**src/rtl/dm_access_ctrl_if.sv**
```systemverilog
// Bundles the request, response and data-memory signals of dm_access_ctrl.
// slave is the controller's view; master is the view of whoever surrounds it.
interface dm_access_ctrl_if #(
    parameter int TAG_W = 5
);
    logic             req_valid;
    logic             req_ready;
    logic             req_we;
    logic [31:0]      req_addr;
    logic [31:0]      req_wdata;
    logic [TAG_W-1:0] req_tag;

    logic             resp_valid;
    logic             resp_ready;
    logic [31:0]      resp_data;
    logic [TAG_W-1:0] resp_tag;
    logic             resp_err;

    logic [31:0]      mem_address;
    logic [31:0]      mem_data;
    logic             mem_rden;
    logic             mem_wren;
    logic [31:0]      mem_q;

    modport slave (
        input  req_valid, req_we, req_addr, req_wdata, req_tag,
        input  resp_ready, mem_q,
        output req_ready, resp_valid, resp_data, resp_tag, resp_err,
        output mem_address, mem_data, mem_rden, mem_wren
    );

    modport master (
        output req_valid, req_we, req_addr, req_wdata, req_tag,
        output resp_ready, mem_q,
        input  req_ready, resp_valid, resp_data, resp_tag, resp_err,
        input  mem_address, mem_data, mem_rden, mem_wren
    );
endinterface

```
**src/rtl/dm_access_ctrl.sv**
```systemverilog
// In-order load/store initiator for the 1-cycle-latency data memory.
// Optional out-of-range address checking is enabled by defining DM_ACCESS_ADDR_CHECK_EN.
module dm_access_ctrl #(
    parameter int DEPTH  = 4,
    parameter int TAG_W  = 5,
    parameter int ADDR_W = 10
) (
    input  logic                       clock,
    input  logic                       rst,
    dm_access_ctrl_if.slave            bus,
    output logic [$clog2(DEPTH+1)-1:0] pending
);
    localparam int PTR_W = $clog2(DEPTH);
    localparam int CNT_W = $clog2(DEPTH+1);
    localparam logic [CNT_W-1:0] FULL_CNT = CNT_W'(DEPTH);

    typedef enum logic [1:0] {
        IDLE,
        WAIT,
        RESP
    } state_t;

    logic             weMem    [DEPTH];
    logic [31:0]      addrMem  [DEPTH];
    logic [31:0]      wdataMem [DEPTH];
    logic [TAG_W-1:0] tagMem   [DEPTH];

    state_t           state_q, state_d;
    logic [PTR_W-1:0] wrPtr_q, rdPtr_q;
    logic [CNT_W-1:0] count_q;
    logic             respValid_q, respValid_d;
    logic [31:0]      respData_q, respData_d;
    logic [TAG_W-1:0] respTag_q, respTag_d;
    logic             respErr_q, respErr_d;
    logic [TAG_W-1:0] waitTag_q, waitTag_d;

    logic             push;
    logic             pop;
    logic             empty;
    logic             issueRd;
    logic             issueWr;
    logic             headWe;
    logic [31:0]      headAddr;
    logic [TAG_W-1:0] headTag;
    logic             addrBad;

    assign empty    = (count_q == '0);
    assign headWe   = weMem[rdPtr_q];
    assign headAddr = addrMem[rdPtr_q];
    assign headTag  = tagMem[rdPtr_q];

`ifdef DM_ACCESS_ADDR_CHECK_EN
    assign addrBad = |headAddr[31:ADDR_W];
`else
    logic unusedUpperAddr;
    assign unusedUpperAddr = |headAddr[31:ADDR_W];
    assign addrBad         = 1'b0;
`endif

    assign bus.req_ready   = (count_q < FULL_CNT);
    assign push            = bus.req_valid && bus.req_ready;
    assign pending         = count_q;

    assign bus.mem_address = {{(32-ADDR_W){1'b0}}, headAddr[ADDR_W-1:0]};
    assign bus.mem_data    = wdataMem[rdPtr_q];
    // Gating with rst keeps the DM quiet while held in reset, even with a stale head.
    assign bus.mem_rden    = issueRd && rst;
    assign bus.mem_wren    = issueWr && rst;

    assign bus.resp_valid  = respValid_q;
    assign bus.resp_data   = respData_q;
    assign bus.resp_tag    = respTag_q;
    assign bus.resp_err    = respErr_q;

    always_ff @(posedge clock) begin
        if (push) begin
            weMem[wrPtr_q]    <= bus.req_we;
            addrMem[wrPtr_q]  <= bus.req_addr;
            wdataMem[wrPtr_q] <= bus.req_wdata;
            tagMem[wrPtr_q]   <= bus.req_tag;
        end
    end

    always_comb begin
        state_d     = state_q;
        pop         = 1'b0;
        issueRd     = 1'b0;
        issueWr     = 1'b0;
        respValid_d = respValid_q;
        respData_d  = respData_q;
        respTag_d   = respTag_q;
        respErr_d   = respErr_q;
        waitTag_d   = waitTag_q;
        case (state_q)
            IDLE: begin
                if (!empty) begin
                    pop = 1'b1;
                    if (headWe) begin
                        issueWr = !addrBad;
                    end else if (addrBad) begin
                        respValid_d = 1'b1;
                        respErr_d   = 1'b1;
                        respData_d  = '0;
                        respTag_d   = headTag;
                        state_d     = RESP;
                    end else begin
                        issueRd   = 1'b1;
                        waitTag_d = headTag;
                        state_d   = WAIT;
                    end
                end
            end
            WAIT: begin
                respValid_d = 1'b1;
                respData_d  = bus.mem_q;
                respTag_d   = waitTag_q;
                respErr_d   = 1'b0;
                state_d     = RESP;
            end
            RESP: begin
                if (bus.resp_ready) begin
                    respValid_d = 1'b0;
                    respErr_d   = 1'b0;
                    state_d     = IDLE;
                end
            end
            default: state_d = IDLE;
        endcase
    end

    always_ff @(posedge clock) begin
        if (!rst) begin
            state_q     <= IDLE;
            wrPtr_q     <= '0;
            rdPtr_q     <= '0;
            count_q     <= '0;
            respValid_q <= 1'b0;
            respData_q  <= '0;
            respTag_q   <= '0;
            respErr_q   <= 1'b0;
            waitTag_q   <= '0;
        end else begin
            state_q     <= state_d;
            respValid_q <= respValid_d;
            respData_q  <= respData_d;
            respTag_q   <= respTag_d;
            respErr_q   <= respErr_d;
            waitTag_q   <= waitTag_d;
            if (push) begin
                wrPtr_q <= wrPtr_q + PTR_W'(1);
            end
            if (pop) begin
                rdPtr_q <= rdPtr_q + PTR_W'(1);
            end
            if (push && !pop) begin
                count_q <= count_q + CNT_W'(1);
            end else if (pop && !push) begin
                count_q <= count_q - CNT_W'(1);
            end
        end
    end
endmodule

```
**src/flat_wrapper.sv**
```systemverilog
// flat-port wrapper written by rule: the top's interface ports become plain ports
module dm_access_ctrl_flat 
#(
    parameter int DEPTH  = 4,
    parameter int TAG_W  = 5,
    parameter int ADDR_W = 10
)
  (clock, rst, pending, bus_req_valid, bus_req_we, bus_req_addr, bus_req_wdata, bus_req_tag, bus_resp_ready, bus_mem_q, bus_req_ready, bus_resp_valid, bus_resp_data, bus_resp_tag, bus_resp_err, bus_mem_address, bus_mem_data, bus_mem_rden, bus_mem_wren);
  dm_access_ctrl_if #(.TAG_W(TAG_W)) bus_i ();
  input  logic clock;
  input  logic rst;
  output logic [$clog2(DEPTH+1)-1:0] pending;
  input wire logic [$bits(bus_i.req_valid)-1:0] bus_req_valid;
  input wire logic [$bits(bus_i.req_we)-1:0] bus_req_we;
  input wire logic [$bits(bus_i.req_addr)-1:0] bus_req_addr;
  input wire logic [$bits(bus_i.req_wdata)-1:0] bus_req_wdata;
  input wire logic [$bits(bus_i.req_tag)-1:0] bus_req_tag;
  input wire logic [$bits(bus_i.resp_ready)-1:0] bus_resp_ready;
  input wire logic [$bits(bus_i.mem_q)-1:0] bus_mem_q;
  output wire logic [$bits(bus_i.req_ready)-1:0] bus_req_ready;
  output wire logic [$bits(bus_i.resp_valid)-1:0] bus_resp_valid;
  output wire logic [$bits(bus_i.resp_data)-1:0] bus_resp_data;
  output wire logic [$bits(bus_i.resp_tag)-1:0] bus_resp_tag;
  output wire logic [$bits(bus_i.resp_err)-1:0] bus_resp_err;
  output wire logic [$bits(bus_i.mem_address)-1:0] bus_mem_address;
  output wire logic [$bits(bus_i.mem_data)-1:0] bus_mem_data;
  output wire logic [$bits(bus_i.mem_rden)-1:0] bus_mem_rden;
  output wire logic [$bits(bus_i.mem_wren)-1:0] bus_mem_wren;
  assign bus_i.req_valid = bus_req_valid;
  assign bus_i.req_we = bus_req_we;
  assign bus_i.req_addr = bus_req_addr;
  assign bus_i.req_wdata = bus_req_wdata;
  assign bus_i.req_tag = bus_req_tag;
  assign bus_i.resp_ready = bus_resp_ready;
  assign bus_i.mem_q = bus_mem_q;
  assign bus_req_ready = bus_i.req_ready;
  assign bus_resp_valid = bus_i.resp_valid;
  assign bus_resp_data = bus_i.resp_data;
  assign bus_resp_tag = bus_i.resp_tag;
  assign bus_resp_err = bus_i.resp_err;
  assign bus_mem_address = bus_i.mem_address;
  assign bus_mem_data = bus_i.mem_data;
  assign bus_mem_rden = bus_i.mem_rden;
  assign bus_mem_wren = bus_i.mem_wren;
  dm_access_ctrl #(.DEPTH(DEPTH), .TAG_W(TAG_W), .ADDR_W(ADDR_W)) u_core (.clock(clock), .rst(rst), .bus(bus_i), .pending(pending));
endmodule
```
**config.mk**
```make
export PLATFORM = sky130hd
export DESIGN_NAME = dm_access_ctrl_flat
export DESIGN_NICKNAME = d
export VERILOG_FILES = /design/src/rtl/dm_access_ctrl_if.sv /design/src/rtl/dm_access_ctrl.sv /design/src/flat_wrapper.sv
export SDC_FILE = /design/constraint.sdc
export NUM_CORES = 1
export LEC_CHECK = 0
export BUFFER_PORTS_ARGS = -buffer_cell sky130_fd_sc_hd__buf_2
export CORE_MARGIN = 1.5
export CORE_UTILIZATION = 56
export CTS_CLUSTER_DIAMETER = 40
export DETAILED_ROUTE_END_ITERATION = 8
export PLACE_DENSITY = 0.83
export SLEW_MARGIN = 20
export SYNTH_ARGS = -nofsm -noshare
export SYNTH_HDL_FRONTEND = slang
export SYNTH_SLANG_ARGS = --single-unit
```
**constraint.sdc**
```tcl
create_clock -name clock -period 4.41 [get_ports clock]
set_clock_uncertainty 0.05 [all_clocks]
set_input_delay 0.2205 -clock clock [delete_from_list [all_inputs] [get_ports clock]]
set_output_delay 0.2205 -clock clock [all_outputs]
set_load 0.02 [all_outputs]
```
==> impl_summary.log, run 1 <==
[metrics] hold violation count in the final report: 0
[metrics] register area: 0.00685 mm²
[metrics] netlist area before placement: 0.00911 mm²
[metrics] data arrival time of the critical path: 2360 ps
[metrics] count of buffers added by post-CTS timing repair for setup: 0
[metrics] most used flip-flop cell after synthesis: edfxtp_1
[metrics] RePlAce Congestion: 0.773
[metrics] vias post-DR: 5355
[metrics] max cap viols: 0
[metrics] Crit path largest cell delay: 640 ps
[metrics] Initial Util: 57.4%
[metrics] Clk Latency, worst-skew pair: 540 ps
[metrics] gate family responsible for the most delay along the worst path: buffers and inverters
[metrics] boundary pin count: 215
[metrics] sequential fraction of the synthesis area: 75.1%
[metrics] proportion of layout cells with a drive suffix above 1: 35.4%
[metrics] CTS H-tree depth: 1
[metrics] area of the die: 0.0171 mm²
[metrics] area added between synthesis and finish: 30.3%
[metrics] DP Wirelength: 10.5 mm
[metrics] wire length of the first global-routing pass: 28.0 mm
[metrics] buffers from clock root to sink, at most: 3
[metrics] Multi-input gate area: 0.00205 mm²
[metrics] share of the clock period used by the worst path: 59.6%
[metrics] Max FO, Critical Path: 42
[metrics] detail-routed net length per standard cell: 18.2 µm
[metrics] Min Clock Period, post-route: 2630 ps
[metrics] warnings from Yosys: 0
[metrics] number of fillers in the final layout: 943
[metrics] global route overflow: 0
[metrics] buffer cell driving the clock tree root: clkbuf_16
[metrics] Max rail drop VDD: 0.419 mV
[metrics] path category of the worst min-delay check: input port to register
[metrics] router iterations before antenna repair: 5
[metrics] crit path capture type: output port
[metrics] drt via density: 5.24
[metrics] max-slew violation count: 0
[metrics] post-synthesis instance total: 521
[metrics] fraction of registers with async set or reset after synthesis: 0%
[metrics] count of antenna-violating nets left after detailed routing: 0
[metrics] TNS Setup: 0 ps
[metrics] Least-Margin Pin Slew: 845 ps
[metrics] pwr dens: 580 mW/mm²
[metrics] clock slew at the register clock pins of the worst setup and hold paths: 60 ps
[metrics] drt total wl: 18.6 mm
[metrics] antenna violations before repair: 1
[metrics] CTS tree: yes
[metrics] overall track demand over capacity in global routing: 22.0%
[metrics] remaining max-slew budget at the tightest pin: 43.6%
[metrics] post-cts hold buffer count: 82
[metrics] data required time at the worst endpoint: 4140 ps
[metrics] pin count of the biggest net entering global routing: 51
[metrics] Static Leak: 4.41 nW
[metrics] critical path class: register to output port
[metrics] Post-Synthesis Mean Instance Area: 17.5 µm²
[metrics] register bit count reported by yosys: 246
[metrics] setup repair after global routing missed its margin: false
[metrics] count of flip-flops with a built-in enable after synthesis: 192
[metrics] core footprint: 0.0159 mm²
[metrics] vias in the first global route: 5403
[metrics] highest achievable clock rate: 0.380 GHz
[metrics] Residual DRC: 0
[metrics] number of rows created at floorplan: 46
[metrics] final count of negative-setup-slack endpoints: 0
[metrics] number of DRC markers after the initial detailed-route iteration: 325
[metrics] run status: finished, final reports clean
[metrics] Horiz. Die Dim: 131 µm
[metrics] number of sinks driven by the clock tree: 246
[metrics] Worst path slowest cell: buf_4
[metrics] quantity of I/O buffers inserted on ports: 169
[metrics] height of the die: 131 µm
[metrics] Final Net Count: 894
[metrics] Buffers & Inverters on Critical Path: 2
[metrics] Critical Path, Cell by Cell: buf_4 > mux4_2 > buf_2
[metrics] TritonCTS Buffers: 29
[metrics] nature of the critical path startpoint: register
[metrics] post_cts resized: 0
[metrics] Netlist cell types: 32
[metrics] worst hold-check slack: 196 ps
[cell usage in the layout (no fill, tap or decap), types with 2 or more instances in the layout]
cell type      count
conb_1            23
clkinv_1           2
inv_6              3
bufinv_16          2
nor2_1             6
clkinv_2           6
buf_4              7
clkbuf_16         29
inv_1              5
edfxtp_1         192
inv_8              3
nand2_1           84
and2_2             4
clkinv_4           4
xor2_1             2
dfxtp_1           52
buf_2            169
a21oi_1           42
or4_1              2
dlygate4sd3_1     82
mux2i_1            7
clkinvlp_4         2
nor3_1             3
o21ai_0            2
mux4_2            48
ha_1               5
[kinds of logic (layout without fill, tap and decap cells)]
| group | count (synthesis) | after routing | share of synthesized area [%] |
|---|---|---|---|
| multiplexers | 55 | 55 | 12.6 |
| AND/OR/NAND/NOR | 108 | 108 | 5.02 |
| AO/OA/AOI/OAI | 46 | 46 | 2.59 |
| XOR/XNOR | 3 | 3 | 0.288 |
| flip-flops | 246 | 246 | 75.1 |
| other | 1 | 24 | 0.0411 |
| buffers and inverters | 56 | 318 | 3.40 |
| adder cells (fa/ha/maj) | 6 | 6 | 0.906 |
[worst min-delay path, stage by stage]
cell,delay [ps]
buf_2,100
nor2b_1,210
mux2i_1,150
nor2_1,70
[where the power goes]
| group | switching [W] | leakage, nW | internal (W) |
|---|---|---|---|
| clock network | 0.000960 | 0.472 | 0.00136 |
| registers | 0.000120 | 2.20 | 0.00278 |
| logic | 0.000988 | 1.74 | 0.000683 |
[per-stage QoR]
| stage | area (µm²) | cells | worst slack, ps | power [W] | util, % |
|---|---|---|---|---|---|
| floorplan | 9200 | 543 | 2010 | 0.00409 | - |
| global placement | 10100 | 885 | 2040 | 0.00450 | 63.5 |
| detailed placement | 10100 | 885 | 1910 | 0.00456 | 63.5 |
| CTS | 11900 | 1021 | 1710 | 0.00693 | 74.8 |
| global route | 11900 | 1022 | 1630 | 0.00719 | 74.8 |
| finish | 11900 | 1022 | 1780 | 0.00689 | 74.8 |
[layer usage]
| metal | up-vias | share of wire [%] | track usage (%) |
|---|---|---|---|
| met5 | - | 0 | 0 |
| met1 | 2629 | 39 | 26.4 |
| met4 | 0 | 1.7 | 5.88 |
| li1 | 2474 | - | - |
| met2 | 225 | 52 | 39.6 |
| met3 | 27 | 7.5 | 5.82 |
[state kept, by name, summed over array words and instances, names as in the netlist, 3 cells and up, named ones only]
register / count
u_core.waitTag_q: 5
u_core.wdataMem: 128
u_core.bus.resp_data: 32
u_core.bus.resp_tag: 5
u_core.weMem: 4
u_core.pending: 3
u_core.addrMem: 40
u_core.tagMem: 20
[synth_stat cells (all sizes together), types with 3 or more instances]
master,count,share of area (%)
nor3,3,0.16
dfxtp,54,12
nor2,6,0.25
edfxtp,192,63
nand2,84,3.5
clkbuf,20,0.82
inv,6,0.25
and2,4,0.27
buf,30,2.3
ha,5,0.69
a21oi,42,2.3
mux4,48,12
mux2i,7,0.77
[area by class of cell]
class / count / area share [%]
diodes: 1 / 0.0211
clock buffers: 30 / 6.14
clock inverters: 24 / 1.96
inverters: 6 / 0.190
multi-input cells: 241 / 17.3
flip-flops and latches: 246 / 57.7
well taps: 216 / 2.28
repair buffers: 258 / 14.5
[path summary, 6_finish.rpt]
path | from | endpoint | slack, ps | cells past startpoint
max | register | bus_mem_address[7] | 1780 | 3
min | bus_req_valid | u_core.wrPtr_q[1] | 200 | 4
min reg2reg | u_core.waitTag_q[4] | u_core.bus.resp_tag[4] | 400 | 2
max reg2reg | u_core.pending[2] | u_core.pending[2] | 1870 | 8
Note: power is estimated with default switching activity, not from simulation.
==> run 2: changes to the inputs <==
Settings changed: CORE_UTILIZATION 56 to 48, PLACE_DENSITY 0.83 to 0.75.
Clock period 4.41 ns to 2.3 ns, I/O delays scaled along.
==> run 2 against run 1 <==
Die area rose by 16%. Flip-flop and latch count is the same. Critical path type unchanged. Worst setup slack lost 1700 ps. Largest power group unchanged. Non-clock buffer count increased by 9. Global-route usage shrank 3.6 points.
==> impl_summary.log, run 2 (same netlist as run 1, synthesis figures left out) <==
[metrics] data required time at the worst endpoint: 2130 ps (-2010 ps)
[metrics] Least-Margin Pin Slew: 659 ps (-187 ps)
[metrics] path category of the worst min-delay check: input port to register
[metrics] Critical Path, Cell by Cell: buf_4 > mux4_2 > buf_2
[metrics] run status: finished, final reports clean
[metrics] pin count of the biggest net entering global routing: 43 (-16%)
[metrics] clock slew at the register clock pins of the worst setup and hold paths: 60 ps (about the same)
[metrics] TNS Setup: 0 ps (unchanged)
[metrics] Crit path largest cell delay: 530 ps (-110 ps)
[metrics] nature of the critical path startpoint: register
[metrics] wire length of the first global-routing pass: 28.2 mm (+0.66%)
[metrics] drt via density: 5.10 (-2.7%)
[metrics] most common cell after layout, fill and taps aside: edfxtp_1
[metrics] number of rows created at floorplan: 50 (+8.7%)
[metrics] worst reg2reg endpoint: u_core.pending[2]
[metrics] global route overflow: 0 (unchanged)
[metrics] Max FO, Critical Path: 42 (unchanged)
[metrics] r2r setup slk: 190 ps (-1680 ps)
[metrics] max reg flops: 128 (unchanged)
[metrics] Clk Latency, worst-skew pair: 520 ps (-20 ps)
[metrics] Worst path slowest cell: buf_4
[metrics] setup repair after global routing missed its margin: false
[metrics] largest register by flop count: u_core.wdataMem
[metrics] CTS H-tree depth: 1 (unchanged)
[metrics] count of cell instances traversed by the critical path: 3 (unchanged)
[metrics] final count of negative-setup-slack endpoints: 0 (unchanged)
[metrics] proportion of layout cells with a drive suffix above 1: 35.9% (+0.51 points)
[metrics] timing endpoint of the critical path: bus_mem_address[3]
[metrics] RePlAce Congestion: 0.729 (-5.7%)
[metrics] crit path capture type: output port
[metrics] count of buffers added by post-CTS timing repair for setup: 0 (unchanged)
[metrics] Setup WS pre-CTS: 111 ps (-1800 ps)
[metrics] CTS tree: yes
[metrics] pwr dens: 1090 mW/mm² (+88%)
[metrics] router iterations before antenna repair: 4 (-1)
[metrics] buffer cell driving the clock tree root: clkbuf_16
[metrics] max cap viols: 0 (unchanged)
[metrics] Static Leak: 4.47 nW (+1.3%)
[metrics] core footprint: 0.0186 mm² (+17%)
[metrics] area added between synthesis and finish: 31.7%
[metrics] quantity of I/O buffers inserted on ports: 169 (unchanged)
[metrics] height of the die: 141 µm (+7.8%)
[metrics] Initial Util: 48.9% (-8.5 points)
[metrics] number of DRC markers after the initial detailed-route iteration: 245 (-25%)
[metrics] Horiz. Die Dim: 141 µm (+7.8%)
[metrics] number of cells on the worst reg-to-reg path: 8 (unchanged)
[metrics] remaining max-slew budget at the tightest pin: 56.1% (+12 points)
[metrics] power consumption: 0.0131 W (+91%)
[metrics] share of the clock period used by the worst path: 95.4%
[metrics] data arrival time of the critical path: 2030 ps (-330 ps)
[metrics] boundary pin count: 215 (unchanged)
[metrics] Residual DRC: 0 (unchanged)
[metrics] slack of the critical path: 106 ps (-1670 ps)
[metrics] hold violation count in the final report: 0 (unchanged)
[metrics] Buffers & Inverters on Critical Path: 2 (unchanged)
[metrics] vias post-DR: 5337 (-0.34%)
[metrics] buffers from clock root to sink, at most: 3 (unchanged)
[metrics] count of antenna-violating nets left after detailed routing: 0 (unchanged)
[metrics] detail-routed net length per standard cell: 17.5 µm (-4.2%)
[metrics] overall track demand over capacity in global routing: 18.3% (-3.6 points)
[metrics] vias in the first global route: 5580 (+3.3%)
[metrics] Max rail drop VDD: 0.774 mV (+85%)
[metrics] DP Wirelength: 10.8 mm (+2.5%)
[metrics] ANT cells: 0 (-1)
[metrics] drt total wl: 18.3 mm (-1.8%)
[metrics] antenna violations before repair: 0 (-1)
[metrics] highest achievable clock rate: 0.456 GHz
[metrics] critical register-to-register path startpoint: u_core.state_q[1]
[metrics] critical path class: register to output port
[metrics] max-slew violation count: 0 (unchanged)
[metrics] Final Net Count: 903 (+1.0%)
[metrics] TritonCTS Buffers: 29 (unchanged)
[metrics] number of sinks driven by the clock tree: 246 (unchanged)
[metrics] top library cells by usage in the layout, fill and taps aside: edfxtp_1 (192), buf_2 (169), nand2_1 (84)
[metrics] Min Clock Period, post-route: 2190 ps
[metrics] area of the die: 0.0198 mm² (+16%)
[metrics] gate family responsible for the most delay along the worst path: buffers and inverters
[run 2: worst reg2reg max path, cell delays in order (launching register included)]
cell      delay [ps]
dfxtp_1          490
nor2_1           150
nand2b_4         110
ha_1             180
inv_1             60
fa_1             370
xor2_1           180
or3_1            300
a21oi_1          150
[run 2: where the power goes]
group	total, W	switching [W]	internal, W
sequential	0.00556	0.000221	0.00533
combinational	0.00332	0.00192	0.00140
clock	0.00425	0.00171	0.00254
[run 2: layout make-up]
type	instances	area [µm²]
inverters	6	22.5
clock buffers	38	823
clock inverters	15	106
fillers	1281	6640
well taps	234	293
flip-flops and latches	246	6850
multi-input cells	241	2060
repair buffers	267	1850
[run 2: how the worst min path moves through the flow]
stage / from / endpoint / slack [ps] / depth (start not counted)
finish: bus_req_valid / u_core.wrPtr_q[1] / 140 / 5
global route: bus_req_valid / u_core.wrPtr_q[0] / 150 / 5
floorplan: bus_req_addr[0] / u_core.addrMem[0][0] / 160 / 0
global placement: bus_req_addr[6] / u_core.addrMem[0][6] / 270 / 1
detailed placement: bus_req_wdata[27] / u_core.wdataMem[0][27] / 280 / 1
CTS: bus_req_valid / u_core.wrPtr_q[1] / 130 / 5
[run 2: per-stage QoR]
stage / hold slack [ps] / utilization, % / instances / cell area [µm²]
floorplan: 164 / - / 543 / 9200
global placement: 274 / 54.9 / 912 / 10200
detailed placement: 281 / 54.9 / 912 / 10200
CTS: 128 / 64.3 / 1047 / 12000
global route: 147 / 64.4 / 1047 / 12000
finish: 142 / 64.4 / 1047 / 12000
[run 2: metal layers]
layer  vias up  wire length, µm  share of wire, %  global-route usage (%)
li1       2485                -                 -                       -
met1      2604             7180                39                    21.4
met2       215             9420                52                    33.1
met3        33             1320               7.2                    4.89
met4         0              357               2.0                    5.54
met5         -                0                 0                       0
[run 2: what timing repair did]
item / 4_1_cts / 5_1_grt
hold buffers: 82 / 0
endpoints found under the setup margin: 0 / 1
hold endpoints to repair: 231 / 0
gates resized for setup: 0 / 2
==> run 3: changes to the inputs <==
Settings changed: CAP_MARGIN set to 20, CORE_UTILIZATION 48 to 50, CTS_BUF_LIST set to sky130_fd_sc_hd__clkbuf_8, PLACE_DENSITY 0.75 to 0.78.
==> run 3 against run 2 <==
Sequential share of layout area increased by 0.88 points. Die area down 3.9%. Count of clock-buffer cells in the layout up 7. Maximum frequency rose by 1.7%. Critical endpoint is now bus_mem_data[18]. Largest power group unchanged.
==> impl_summary.log, run 3 (same netlist as run 1, synthesis figures left out) <==
[metrics] highest achievable clock rate: 0.464 GHz (+1.7%)
[metrics] Multi-input gate area: 0.00205 mm² (-0.36%)
[metrics] count of antenna-violating nets left after detailed routing: 0 (unchanged)
[metrics] vias in the first global route: 6024 (+8.0%)
[metrics] part of the total power dissipated in the clock network: 28.4% (-4.0 points)
[metrics] Max rail drop VDD: 0.837 mV (+8.2%)
[metrics] nature of the critical path startpoint: register
[metrics] Clk Latency, worst-skew pair: 510 ps (about the same)
[metrics] part of the power in registers: 44.8% (+2.5 points)
[metrics] Sw Ratio: 30.5% (+1.1 points)
[metrics] global route overflow: 0 (unchanged)
[metrics] pwr dens: 1050 mW/mm² (-3.7%)
[metrics] share of the clock period used by the worst path: 93.8% (-1.6 points)
[metrics] drt via density: 5.11 (+0.18%)
[metrics] GR peak layer: met2
[metrics] Static Leak: 4.44 nW (-0.55%)
[metrics] largest register by flop count: u_core.wdataMem
[metrics] antenna violations before repair: 0 (unchanged)
[metrics] CTS tree: yes
[metrics] clock slew at the register clock pins of the worst setup and hold paths: 60 ps (about the same)
[metrics] number of sinks driven by the clock tree: 246 (unchanged)
[metrics] remaining max-slew budget at the tightest pin: 56.3% (+0.20 points)
[metrics] buffers from clock root to sink, at most: 3 (unchanged)
[metrics] buffer cell driving the clock tree root: clkbuf_8
[metrics] router iterations before antenna repair: 6 (+2)
[metrics] RePlAce Congestion: 0.899 (+23%)
[metrics] top library cells by usage in the layout, fill and taps aside: edfxtp_1 (192), buf_2 (169), nand2_1 (84)
[metrics] number of DRC markers after the initial detailed-route iteration: 211 (-14%)
[metrics] Crit path largest cell delay: 530 ps (about the same)
[metrics] number of rows created at floorplan: 49 (-2.0%)
[metrics] path category of the worst min-delay check: input port to register
[metrics] Max FO, Critical Path: 42 (unchanged)
[metrics] CTS H-tree depth: 2 (+1)
[metrics] met3 global-route usage: 6.96% (+2.1 points)
[metrics] most common cell after layout, fill and taps aside: edfxtp_1
[metrics] global routing met1 resource utilization: 22.6% (+1.2 points)
[metrics] routing usage on met2: 36.0% (+2.9 points)
[metrics] Int Pwr: 0.00866 W (-6.7%)
[metrics] height of the die: 138 µm (-2.0%)
[metrics] TritonCTS Buffers: 41 (+41%)
[metrics] max reg flops: 128 (unchanged)
[metrics] register area: 0.00685 mm² (unchanged)
[metrics] Min Clock Period, post-route: 2160 ps (-37.4 ps)
[metrics] max cap viols: 0 (unchanged)
[metrics] Critical Path, Cell by Cell: buf_4 > mux4_2 > buf_2
[metrics] quantity of I/O buffers inserted on ports: 169 (unchanged)
[metrics] setup repair after global routing missed its margin: false
[metrics] max-slew violation count: 0 (unchanged)
[metrics] Least-Margin Pin Slew: 656 ps (-3.06 ps)
[metrics] core footprint: 0.0179 mm² (-4.0%)
[metrics] worst hold-check slack: 195 ps (+53.5 ps)
[metrics] Worst path slowest cell: buf_4
[metrics] DP Wirelength: 11.0 mm (+2.3%)
[metrics] Setup WS pre-CTS: 81.6 ps (-29.9 ps)
[metrics] overall track demand over capacity in global routing: 20.3% (+1.9 points)
[metrics] detail-routed net length per standard cell: 17.8 µm (+2.2%)
[metrics] Residual DRC: 0 (unchanged)
[metrics] proportion of layout cells with a drive suffix above 1: 35.5% (-0.38 points)
[metrics] area of the die: 0.0190 mm² (-3.9%)
[metrics] vias post-DR: 5423 (+1.6%)
[metrics] number of fillers in the final layout: 1192 (-6.9%)
[metrics] power consumption: 0.0124 W (-5.2%)
[metrics] wire length of the first global-routing pass: 30.5 mm (+8.2%)
[metrics] TNS Setup: 0 ps (unchanged)
[metrics] area added between synthesis and finish: 29.7%
[metrics] pin count of the biggest net entering global routing: 49 (+14%)
[metrics] run status: finished, final reports clean
[metrics] net switching power figure: 0.00379 W (-1.6%)
[metrics] critical path class: register to output port
[metrics] crit path capture type: output port
[metrics] Horiz. Die Dim: 138 µm (-2.0%)
[metrics] Final Net Count: 913 (+1.1%)
[metrics] slack of the critical path: 143 ps (+37.4 ps)
[metrics] hold violation count in the final report: 0 (unchanged)
[metrics] ANT cells: 0 (unchanged)
[metrics] data required time at the worst endpoint: 2130 ps (about the same)
[metrics] final count of negative-setup-slack endpoints: 0 (unchanged)
[metrics] drt total wl: 18.9 mm (+3.7%)
[metrics] data arrival time of the critical path: 1990 ps (-40 ps)
[metrics] Combinational Power Share: 26.8% (+1.5 points)
[metrics] boundary pin count: 215 (unchanged)
[metrics] Initial Util: 50.9% (+2.0 points)
## run 3: cell types whose count changed in the layout (fill, tap and decap cells not counted), moves of 3 or more
cell / change
inv_1: +14
clkbuf_16: -30
clkinv_2: +5
clkbuf_8: +41
clkinv_4: -4
inv_6: -4
clkinv_1: +3
## run 3: final cells by class
type	count	area share (%)
flip-flops and latches	246	57.9
multi-input cells	241	17.4
repair buffers	265	15.5
clock buffers	45	5.24
well taps	229	2.42
clock inverters	30	1.33
inverters	6	0.190
## run 3: through the flow
| stage | area [µm²] | utilization (%) | cells |
|---|---|---|---|
| detailed placement | 10200 | 57.1 | 905 |
| global route | 11800 | 66.1 | 1062 |
| floorplan | 9200 | - | 543 |
| finish | 11800 | 66.1 | 1062 |
| CTS | 11800 | 66.0 | 1062 |
| global placement | 10200 | 57.1 | 905 |
## run 3: worst max-delay path, delay by kind of cell (launching register included)
| family | cells | cell delay, ps |
|---|---|---|
| buffers and inverters | 2 | 710 |
| flip-flops | 1 | 330 |
| multiplexers | 1 | 430 |
## run 3: final timing paths
path / from / endpoint / slack (ps) / cells past startpoint
worst max-delay path: register / bus_mem_data[18] / 140 / 3
worst min-delay path: bus_req_valid / u_core.wrPtr_q[0] / 200 / 5
worst max register to register: u_core.pending[2] / u_core.pending[2] / 150 / 8
worst min register to register: u_core.bus.resp_data[17] / u_core.bus.resp_data[17] / 400 / 2
## run 3: repair_timing
action                                  in CTS  in global routing
endpoints found under the setup margin       0                  1
hold buffers                                82                  0
gates resized for setup                      0                  1
hold endpoints to repair                   231                  0
buffers inserted                             0                  0
## run 3: power groups by stage
stage / clock network, W / registers (W) / logic [W]
after floorplan: 0 / 0.00572 / 0.00212
after global placement: 0 / 0.00561 / 0.00315
after detailed placement: 0 / 0.00566 / 0.00323
after CTS: 0.00363 / 0.00557 / 0.00336
after global routing: 0.00383 / 0.00563 / 0.00360
final: 0.00353 / 0.00557 / 0.00334
## run 3: metal layers
metal / wire length [µm] / vias up
met5: 0 / -
met3: 1660 / 40
met1: 7080 / 2644
met4: 526 / 0
met2: 9680 / 238
li1: - / 2501
